### config.mk
export PLATFORM = sky130hd
export DESIGN_NAME = election_controller
export DESIGN_NICKNAME = d
export VERILOG_FILES = /design/src/rtl/election_pkg.sv /design/src/rtl/rr_arbiter4.sv /design/src/rtl/election_controller.sv
export SDC_FILE = /design/constraint.sdc
export NUM_CORES = 1
export LEC_CHECK = 0
export CAP_MARGIN = 15
export CORE_MARGIN = 1.5
export CORE_UTILIZATION = 59
export DETAILED_ROUTE_END_ITERATION = 10
export PLACE_DENSITY_LB_ADDON = 0.15
export REMOVE_ABC_BUFFERS = 1
export SLEW_MARGIN = 20
export SYNTH_ARGS = -nofsm -noshare
export SYNTH_HDL_FRONTEND = slang
export SYNTH_SLANG_ARGS = --single-unit
### constraint.sdc
create_clock -name CLK -period 6.9 [get_ports CLK]
set_clock_uncertainty 0.1 [all_clocks]
set_input_delay 1.38 -clock CLK [delete_from_list [all_inputs] [get_ports CLK]]
set_output_delay 1.38 -clock CLK [all_outputs]
set_load 0.1 [all_outputs]
### src/rtl/election_pkg.sv
// Shared phase, mode and status definitions for the avatar-election controller.
package election_pkg;

    typedef enum logic [1:0] {
        PH_REGISTER = 2'd0,
        PH_VOTE     = 2'd1,
        PH_TALLY    = 2'd2,
        PH_DONE     = 2'd3
    } phase_e;

    localparam logic [1:0] MODE_REGISTER = 2'b00;
    localparam logic [1:0] MODE_VOTE     = 2'b01;

    typedef logic [3:0] status_t;

    localparam status_t ST_OK                 = 4'd0;
    localparam status_t ST_ALREADY_REGISTERED = 4'd1;
    localparam status_t ST_ALREADY_VOTED      = 4'd2;
    localparam status_t ST_NOT_REGISTERED     = 4'd3;
    localparam status_t ST_VOTING_NOT_STARTED = 4'd4;
    localparam status_t ST_REGISTRATION_ENDED = 4'd5;
    localparam status_t ST_CLOSED             = 4'd6;
    localparam status_t ST_BAD_MODE           = 4'd7;
    localparam status_t ST_WRONG_BOX          = 4'd8;

    localparam int unsigned TALLY_LEN = 4;

endpackage

### src/rtl/rr_arbiter4.sv
// Four-requester round-robin arbiter: combinational one-hot grant, pointer
// advances past the granted requester on every grant.
module rr_arbiter4 (
    input  logic       clk_i,
    input  logic       rst_ni,
    input  logic [3:0] req_i,
    output logic [3:0] gnt_o,
    output logic [1:0] gnt_idx_o,
    output logic       gnt_valid_o
);

    logic [1:0] ptr_q, ptr_d;

    always_comb begin
        gnt_o       = '0;
        gnt_idx_o   = '0;
        gnt_valid_o = 1'b0;
        for (int unsigned k = 0; k < 4; k++) begin
            if (!gnt_valid_o && req_i[ptr_q + 2'(k)]) begin
                gnt_valid_o               = 1'b1;
                gnt_idx_o                 = ptr_q + 2'(k);
                gnt_o[ptr_q + 2'(k)]      = 1'b1;
            end
        end
        ptr_d = gnt_valid_o ? gnt_idx_o + 2'd1 : ptr_q;
    end

    always_ff @(posedge clk_i or negedge rst_ni) begin
        if (!rst_ni) ptr_q <= '0;
        else         ptr_q <= ptr_d;
    end

endmodule

### src/rtl/election_controller.sv
// Election sequencer: phase timer, voter tables, tally FSM and response register.
// Optional macro BOX_CHECK_EN: reject requests whose userID[5:4] differs from the box index.
module election_controller
    import election_pkg::*;
#(
    parameter int REG_CYCLES  = 100,
    parameter int VOTE_CYCLES = 100
) (
    input  logic        CLK,
    input  logic        RST_N,
    input  logic [3:0]  req_valid,
    input  logic [7:0]  req_mode,
    input  logic [23:0] req_user,
    input  logic [7:0]  req_cand,
    output logic [3:0]  req_ready,
    output logic        resp_valid,
    output logic [1:0]  resp_box,
    output logic [5:0]  resp_user,
    output logic [3:0]  resp_status,
    output logic [1:0]  phase,
    output logic [6:0]  num_registered,
    output logic        winner_valid,
    output logic [1:0]  winner_id,
    output logic [6:0]  winner_votes
);

    localparam int MAXC = (REG_CYCLES > VOTE_CYCLES) ? REG_CYCLES : VOTE_CYCLES;
    localparam int TW   = ($clog2(MAXC) > 2) ? $clog2(MAXC) : 2;

    phase_e          phase_q, phase_d;
    logic [TW-1:0]   cnt_q, cnt_d;
    logic [63:0]     reg_q, reg_d, voted_q, voted_d;
    logic [3:0][6:0] votes_q, votes_d;
    logic [6:0]      nreg_q, nreg_d, best_q, best_d;
    logic [1:0]      win_id_q, win_id_d;
    logic            rv_q;
    logic [1:0]      rbox_q;
    logic [5:0]      ruser_q;
    status_t         rst_q, st;

    logic [1:0] gidx;
    logic       gvalid;
    logic [1:0] mode_a [4];
    logic [5:0] user_a [4];
    logic [1:0] cand_a [4];
    logic [1:0] sel_mode, sel_cand;
    logic [5:0] sel_user;

    rr_arbiter4 u_arb (
        .clk_i       (CLK),
        .rst_ni      (RST_N),
        .req_i       (req_valid),
        .gnt_o       (req_ready),
        .gnt_idx_o   (gidx),
        .gnt_valid_o (gvalid)
    );

    for (genvar b = 0; b < 4; b++) begin : g_unpack
        assign mode_a[b] = req_mode[2*b +: 2];
        assign user_a[b] = req_user[6*b +: 6];
        assign cand_a[b] = req_cand[2*b +: 2];
    end

    assign sel_mode = mode_a[gidx];
    assign sel_user = user_a[gidx];
    assign sel_cand = cand_a[gidx];

    always_comb begin
        phase_d  = phase_q;
        cnt_d    = cnt_q;
        reg_d    = reg_q;
        voted_d  = voted_q;
        votes_d  = votes_q;
        nreg_d   = nreg_q;
        best_d   = best_q;
        win_id_d = win_id_q;
        st       = ST_OK;

        // cnt_q doubles as the tally index while in TALLY
        case (phase_q)
            PH_REGISTER: begin
                cnt_d = cnt_q + 1'b1;
                if (cnt_q == TW'(REG_CYCLES - 1)) begin
                    phase_d = PH_VOTE;
                    cnt_d   = '0;
                end
            end
            PH_VOTE: begin
                cnt_d = cnt_q + 1'b1;
                if (cnt_q == TW'(VOTE_CYCLES - 1)) begin
                    phase_d = PH_TALLY;
                    cnt_d   = '0;
                end
            end
            PH_TALLY: begin
                cnt_d = cnt_q + 1'b1;
                if (votes_q[cnt_q[1:0]] > best_q) begin
                    best_d   = votes_q[cnt_q[1:0]];
                    win_id_d = cnt_q[1:0];
                end
                if (cnt_q == TW'(TALLY_LEN - 1)) phase_d = PH_DONE;
            end
            default: cnt_d = cnt_q;
        endcase

        if (gvalid) begin
            if (sel_mode[1]) begin
                st = ST_BAD_MODE;
            end
`ifdef BOX_CHECK_EN
            else if (sel_user[5:4] != gidx) begin
                st = ST_WRONG_BOX;
            end
`endif
            else begin
                case (phase_q)
                    PH_REGISTER: begin
                        if (sel_mode != MODE_REGISTER) begin
                            st = ST_VOTING_NOT_STARTED;
                        end else if (reg_q[sel_user]) begin
                            st = ST_ALREADY_REGISTERED;
                        end else begin
                            reg_d[sel_user] = 1'b1;
                            nreg_d          = nreg_q + 7'd1;
                        end
                    end
                    PH_VOTE: begin
                        if (sel_mode != MODE_VOTE) begin
                            st = ST_REGISTRATION_ENDED;
                        end else if (!reg_q[sel_user]) begin
                            st = ST_NOT_REGISTERED;
                        end else if (voted_q[sel_user]) begin
                            st = ST_ALREADY_VOTED;
                        end else begin
                            voted_d[sel_user] = 1'b1;
                            votes_d[sel_cand] = votes_q[sel_cand] + 7'd1;
                        end
                    end
                    default: st = ST_CLOSED;
                endcase
            end
        end
    end

    always_ff @(posedge CLK or negedge RST_N) begin
        if (!RST_N) begin
            phase_q  <= PH_REGISTER;
            cnt_q    <= '0;
            reg_q    <= '0;
            voted_q  <= '0;
            votes_q  <= '0;
            nreg_q   <= '0;
            best_q   <= '0;
            win_id_q <= '0;
            rv_q     <= 1'b0;
            rbox_q   <= '0;
            ruser_q  <= '0;
            rst_q    <= ST_OK;
        end else begin
            phase_q  <= phase_d;
            cnt_q    <= cnt_d;
            reg_q    <= reg_d;
            voted_q  <= voted_d;
            votes_q  <= votes_d;
            nreg_q   <= nreg_d;
            best_q   <= best_d;
            win_id_q <= win_id_d;
            rv_q     <= gvalid;
            if (gvalid) begin
                rbox_q  <= gidx;
                ruser_q <= sel_user;
                rst_q   <= st;
            end
        end
    end

    assign resp_valid     = rv_q;
    assign resp_box       = rbox_q;
    assign resp_user      = ruser_q;
    assign resp_status    = rst_q;
    assign phase          = phase_q;
    assign num_registered = nreg_q;
    assign winner_valid   = (phase_q == PH_DONE);
    assign winner_id      = win_id_q;
    assign winner_votes   = best_q;

endmodule

Word-level counts from Yosys, hierarchy flattened
Cells that the tools add are included.
{"block": "word_totals", "ff_bits": 196, "in_bits": 46, "out_inout_bits": 36, "elab_cells": 142}
{"block": "op_classes", "addsub": 7, "order_cmp": 15, "eq_ne": 9, "mux": 63, "n_bitwise": 11, "reduce_logical": 21}
{"operator": "$or A64 B64 Y64", "n": 2}
{"operator": "$bmux W7 S2", "n": 2}
{"operator": "$bwmux W28", "n": 1}
{"operator": "$mux W7", "n": 4}
{"operator": "$mux W2", "n": 13}
{"operator": "$add A7 B1 Y7 const B", "n": 3}
{"operator": "$mux W4", "n": 5}
{"operator": "$lt A2 B3 Y1 const B", "n": 6}
{"operator": "$mux W1", "n": 16}
{"operator": "$demux W7 S2", "n": 1}
{"operator": "$pmux W7 S2", "n": 1}
{"operator": "$bmux W1 S6", "n": 2}
{"operator": "$bmux W6 S2", "n": 1}
{"operator": "$mux W6", "n": 2}
{"operator": "$or A4 B4 Y4", "n": 3}
{"operator": "$ge A2 B1 Y1 const B", "n": 5}
{"operator": "$logic_and A1 B1 Y1", "n": 9}
{"operator": "$bmux W1 S2", "n": 4}
{"operator": "$bmux W2 S2", "n": 2}
{"operator": "$demux W1 S2", "n": 4}
{"operator": "$pmux W4 S2", "n": 1}
{"operator": "$eq A7 B2 Y1 const B", "n": 1}
{"operator": "$eq A7 B7 Y1 const B", "n": 1}
{"operator": "$gt A7 B7 Y1", "n": 1}
{"operator": "23 further kinds", "n": 36}

Longest topological paths before layout
{"block": "depth", "depth_word": 23, "depth_mapped": 21, "ltp_nobuf": 16}

Modules after synthesis
From an unflattened synthesis, not the netlist that was laid out.
{"block": "hier_totals", "cells_unflattened": 813, "area_unflattened_um2": 10100.9}
{"module": "election_controller", "instances": 1, "cells_per_inst": 751, "area_each_um2": 9564.2, "seq_area_each_um2": 4829.6}
{"module": "rr_arbiter4", "instances": 1, "cells_per_inst": 62, "area_each_um2": 536.8, "seq_area_each_um2": 50.0}

Worst setup path before layout
Ideal clock, no wire load.
{"block": "synth_timing", "path_type": "input -> output", "from": "in req_valid[3]", "to": "out req_ready[0]", "arrival_time_ps": 4508, "required_ps": 5420, "slack_ps": 912, "stages": 5, "path_buffers": 1, "cell_sequence": "clkbuf_1 -> mux4_2 -> nor2b_4 -> a22oi_1 -> o21ai_0"}
{"block": "synth_between", "elab_chain_len": 12, "word_cells_on_any_way": 24, "cone_classes": "15 x mux; 3 x bitwise; 6 x reduce/logical"}
{"item": "start: declaration", "line_no": "election_controller.sv:11", "text": "input logic [3:0] req_valid,"}
{"item": "$bmux W1 S2", "line_no": "rr_arbiter4.sv:19", "text": "if (!gnt_valid_o && req_i[ptr_q + 2'(k)]) begin"}
{"item": "$mux W1 (not written as such)", "line_no": "rr_arbiter4.sv:19"}
{"item": "$mux W1", "line_no": "rr_arbiter4.sv:19"}
{"item": "$logic_not A1 Y1", "line_no": "rr_arbiter4.sv:19"}
{"item": "$logic_and A1 B1 Y1", "line_no": "rr_arbiter4.sv:19"}
{"item": "$mux W1", "line_no": "rr_arbiter4.sv:19"}
{"item": "$logic_not A1 Y1", "line_no": "rr_arbiter4.sv:19"}
{"item": "$logic_and A1 B1 Y1", "line_no": "rr_arbiter4.sv:19"}
{"item": "$mux W1", "line_no": "rr_arbiter4.sv:19"}
{"item": "$logic_not A1 Y1", "line_no": "rr_arbiter4.sv:19"}
{"item": "$logic_and A1 B1 Y1", "line_no": "rr_arbiter4.sv:19"}
{"item": "$mux W4 (*)", "line_no": "rr_arbiter4.sv:19"}
{"item": "end: declaration", "line_no": "election_controller.sv:15", "text": "output logic [3:0] req_ready,"}
Mark *: on every way between the ends. The rest lies on a longest branch, timed or not. The select of a mux whose other input is x is not followed.

Worst setup path in the final report
{"block": "layout_timing", "from": "in req_valid[3]", "to": "reg voted_q[9]"}
{"block": "layout_between", "elab_chain_len": 21, "word_cells_on_any_way": 44, "cone_classes": "2 x order compare; 1 x eq/ne; 28 x mux; 5 x bitwise; 8 x reduce/logical"}
{"item": "$bmux W1 S2", "line_no": "rr_arbiter4.sv:19"}
{"item": "$mux W1 (not written as such)", "line_no": "rr_arbiter4.sv:19"}
{"item": "$mux W1", "line_no": "rr_arbiter4.sv:19"}
{"item": "$logic_not A1 Y1", "line_no": "rr_arbiter4.sv:19"}
{"item": "$logic_and A1 B1 Y1", "line_no": "rr_arbiter4.sv:19"}
{"item": "$mux W1", "line_no": "rr_arbiter4.sv:19"}
{"item": "$logic_not A1 Y1", "line_no": "rr_arbiter4.sv:19"}
{"item": "$logic_and A1 B1 Y1", "line_no": "rr_arbiter4.sv:19"}
{"item": "[4 not listed]"}
{"item": "$not A2 Y3 (not written as such)", "line_no": "election_controller.sv:64, election_controller.sv:65"}
{"item": "$bmux W6 S2", "line_no": "election_controller.sv:65", "text": "assign sel_user = user_a[gidx];"}
{"item": "$mux W6 (not written as such) (2 in series)", "line_no": "election_controller.sv:65"}
{"item": "$lt A6 B7 Y1 (not written as such) or $ge A6 B1 Y1 (tied branches)", "line_no": "election_controller.sv:135", "text": "voted_d[sel_user] = 1'b1;"}
{"item": "$logic_and A1 B1 Y1 (not written as such)", "line_no": "election_controller.sv:135"}
{"item": "$mux W1 (not written as such)", "line_no": "election_controller.sv:135"}
{"item": "$demux W1 S6", "line_no": "election_controller.sv:135"}
{"item": "$or A64 B64 Y64 (no source line)"}
{"item": "end signal: assignment", "line_no": "election_controller.sv:163", "text": "voted_q <= voted_d;"}
{"item": "end: declaration", "line_no": "election_controller.sv:32", "text": "logic [63:0] reg_q, reg_d, voted_q, voted_d;"}
Several ways; a longest one is shown, not always the timed one. The select of a mux whose other input is x is not followed.
A chain may end at the register's enable or synchronous reset.

==> reports/qor.json <==
{
  "clock_tree": {
    "tritoncts_sink_count": 195,
    "cts_tree": "done",
    "cts.reportedPaths.clkPinSlew_ns": 0.07,
    "cts_made_buffers": 17,
    "htreeDepth": 4,
    "worst_skew_pair.late_latency_ns": 0.44,
    "cts_repair_resize_count": 0,
    "postCtsSetupBuffers": 0,
    "clk_path_buf_depth": 2,
    "post_cts_hold_buffer_count": 0,
    "ctsRootBufferMaster": "clkbuf_16"
  },
  "synthesis": {
    "ys_top_cells_by_count": "dfrtp_1 (195), a21o_1 (68), a31o_1 (64), nand2_1 (63), mux2i_1 (47)",
    "number_of_flip_flops_and_latches_in_the_synthesized_netlist": 195,
    "yosysMostFrequentCell": "dfrtp_1",
    "synthArstFlopShare_pct": 100,
    "synth.avg_cell_area_sq_um": 11.2,
    "synth.area.top_cells": "dfrtp_1 (46%), a31o_1 (5.3%), a21o_1 (4.8%)",
    "ys_seq_area_share_pct": 45.9,
    "yosysTopAreaCell": "dfrtp_1",
    "postSynthCellCount": 949,
    "synthDistinctLibCells": 89,
    "synth-main-ff-cell": "dfrtp_1",
    "synth_enable_flop_cells": 0,
    "synthesis.yosys.warnings": 0,
    "synth.top_cell.area_share_pct": 45.9,
    "netlist_area_sq_um": 10600
  },
  "placed_design": {
    "port_buffers": 80,
    "routabilityCongestion": 0.872,
    "place_hpwl_mm": 18.2
  },
  "sta": {
    "tightestPinTransition_ns": 1.00,
    "report.final.setup_viol": 0,
    "report.final.hold_viol_count": 0,
    "timing.final.max_slew_violations": 0,
    "rsz_0062_raised_after_global_routing": "no",
    "fmax_mhz": 152,
    "layout_worst_path_cycle_share_pct": 95.2,
    "timing.final.crit_period_ns": 6.57,
    "timing.max_slew.rel_slack_pct": 33.1
  },
  "global_routing": {
    "grt_antenna_before_repair": 0,
    "first_pass_grt_wire_length_mm": 43.1,
    "first_global_vias": 8100,
    "grt_overflow": 0,
    "pin_count_of_the_biggest_net_entering_global_routing": 73,
    "globalRouteTotalUtil_pct": 30.0
  },
  "setup_path": {
    "worstPathMaxFanout": 64,
    "startpoint_type": "input port",
    "timing.setup.critical_path_class": "in -> reg",
    "cp_data_arrival_time_ns": 6.84,
    "endpoint_kind": "register",
    "r2r.worst_path.cells": 15,
    "crit_required_ns": 7.18
  },
  "drt": {
    "drtPass1Iterations": 5,
    "wl_per_instance_microns": 21.5,
    "postRouteAntennaNets": 0,
    "routed-via-count": 8309,
    "via_per_inst": 6.58,
    "detail_route.iter0.violations": 923,
    "drc": 0,
    "totalWireLength_mm": 27.1
  },
  "hold_path": {
    "hold-path-cell-count": 1,
    "hold_removal_path_class": "reg -> reg"
  },
  "floorplan": {
    "floorplan.initialDensity_pct": 61.0,
    "floorplan.core_area_sq_um": 17400,
    "dieArea_sq_um": 18800,
    "die_height_microns": 137,
    "io_pins": 82,
    "core.rowCount": 48,
    "dieWidth_microns": 137
  },
  "job": {
    "max-cap-violations": 0
  },
  "layout": {
    "post-route-util_pct": 70.0,
    "post_route_cells_drive_above_1_share_pct": 14.1,
    "n_antenna_cell": 0,
    "register_area_sq_um": 4880,
    "fin_nets": 1092,
    "area_delta_synth_final_pct": 14.9,
    "layout.filler_cells": 1290,
    "multi_input_area_sq_um": 5250
  },
  "status": {
    "outcome": "finished, final reports clean"
  }
}
## cell usage in the layout (no fill, tap or decap), types with 6 or more instances in the layout
cell | netlist | layout
mux4_2 | 13 | 13
o32ai_1 | 7 | 7
ha_1 | 20 | 20
mux2_2 | 23 | 23
clkbuf_16 | 0 | 17
and2_1 | 9 | 9
a211o_1 | 8 | 8
a31oi_1 | 7 | 7
o21ai_0 | 39 | 39
a21oi_1 | 13 | 13
o211ai_1 | 10 | 10
buf_4 | 3 | 44
xnor2_1 | 11 | 11
mux2_1 | 26 | 26
nand3_1 | 34 | 34
mux2i_1 | 47 | 47
and3_1 | 9 | 9
nand2_1 | 63 | 63
xor2_1 | 9 | 9
nand4_1 | 13 | 13
a21o_1 | 68 | 68
nand2b_1 | 6 | 6
clkdlybuf4s50_1 | 0 | 75
o221ai_1 | 7 | 7
a22oi_1 | 10 | 10
nor2_1 | 40 | 40
nor3_1 | 13 | 12
dfrtp_1 | 195 | 195
inv_1 | 26 | 26
o22ai_1 | 7 | 7
a31o_1 | 64 | 64
## worst paths after layout
| kind | startpoint | to | slack [ns] |
|---|---|---|---|
| max | req_valid[3] | voted_q[9] | 0.33 |
| max in group asynchronous | RST_N | reg_q[60] | 4.63 |
| min | reg_q[58] | reg_q[58] | 0.35 |
| max reg2reg | u_arb.ptr_q[0] | voted_q[9] | 0.55 |
| min in group asynchronous | RST_N | u_arb.ptr_q[0] | 0.79 |
| min reg2reg | reg_q[58] | reg_q[58] | 0.35 |
## worst max-delay path, stage by stage
cell and delay (ns):
clkdlybuf4s50_1 0.56, mux4_2 0.66, o211a_4 0.22, o21ai_4 0.49
mux2i_1 0.40, mux2_4 0.49, nand2_1 0.14, a32oi_1 0.26
o211ai_1 0.15, a2111oi_2 0.57, nand3_2 0.38, nor3b_4 0.29
buf_4 0.56, a31o_1 0.24
## state kept, by name (all words and copies together), names as in the netlist, 3 cells and up
register / cells
resp_user: 6
reg_q: 64
winner_votes: 7
num_registered: 7
resp_status: 3
votes_q: 28
voted_q: 64
cnt_q: 7
## cell type report
cell class | count | share of cell area, %
repair buffers | 120 | 8.97
inverters | 28 | 0.862
multi-input cells | 664 | 43.1
clock buffers | 18 | 3.60
flip-flops and latches | 195 | 40.0
clock inverters | 13 | 1.19
well taps | 225 | 2.31
## per-layer routing
metal / global-route usage [%] / wire length (microns)
met1: 43.0 / 12100
met2: 45.7 / 12200
met3: 5.78 / 2270
met4: 10.5 / 583
met5: 0 / 0
## stage by stage
| stage | setup WS, ns | hold slack [ns] | cell area [sq um] | setup TNS, ns | cells |
|---|---|---|---|---|---|
| final | 0.333 | 0.352 | 12200 | 0 | 1263 |
| after global routing | 0.0563 | 0.363 | 12200 | 0 | 1263 |
| after CTS | 0.349 | 0.354 | 12200 | 0 | 1263 |
| after detailed placement | -0.000511 | 0.338 | 11600 | -0.000511 | 1232 |
| after global placement | 0.155 | 0.333 | 11600 | 0 | 1232 |
| after floorplan | -0.466 | 0.320 | 10200 | -29.16 | 887 |
## kinds of logic after synthesis
| group | count (synthesis) | share of synthesized area (%) |
|---|---|---|
| AOI/OAI and AO/OA | 293 | 21.6 |
| DFF | 195 | 45.9 |
| adders and majority gates | 20 | 2.36 |
| and+or+nand+nor | 219 | 11.0 |
| other | 1 | 0.0353 |
| xor gates and xnor gates | 20 | 1.65 |
| buffers and inverters | 90 | 4.69 |
| muxes | 111 | 12.7 |
Power is not shown: default switching activity piles up to over one toggle a cycle in this logic, so the estimate is an artifact.
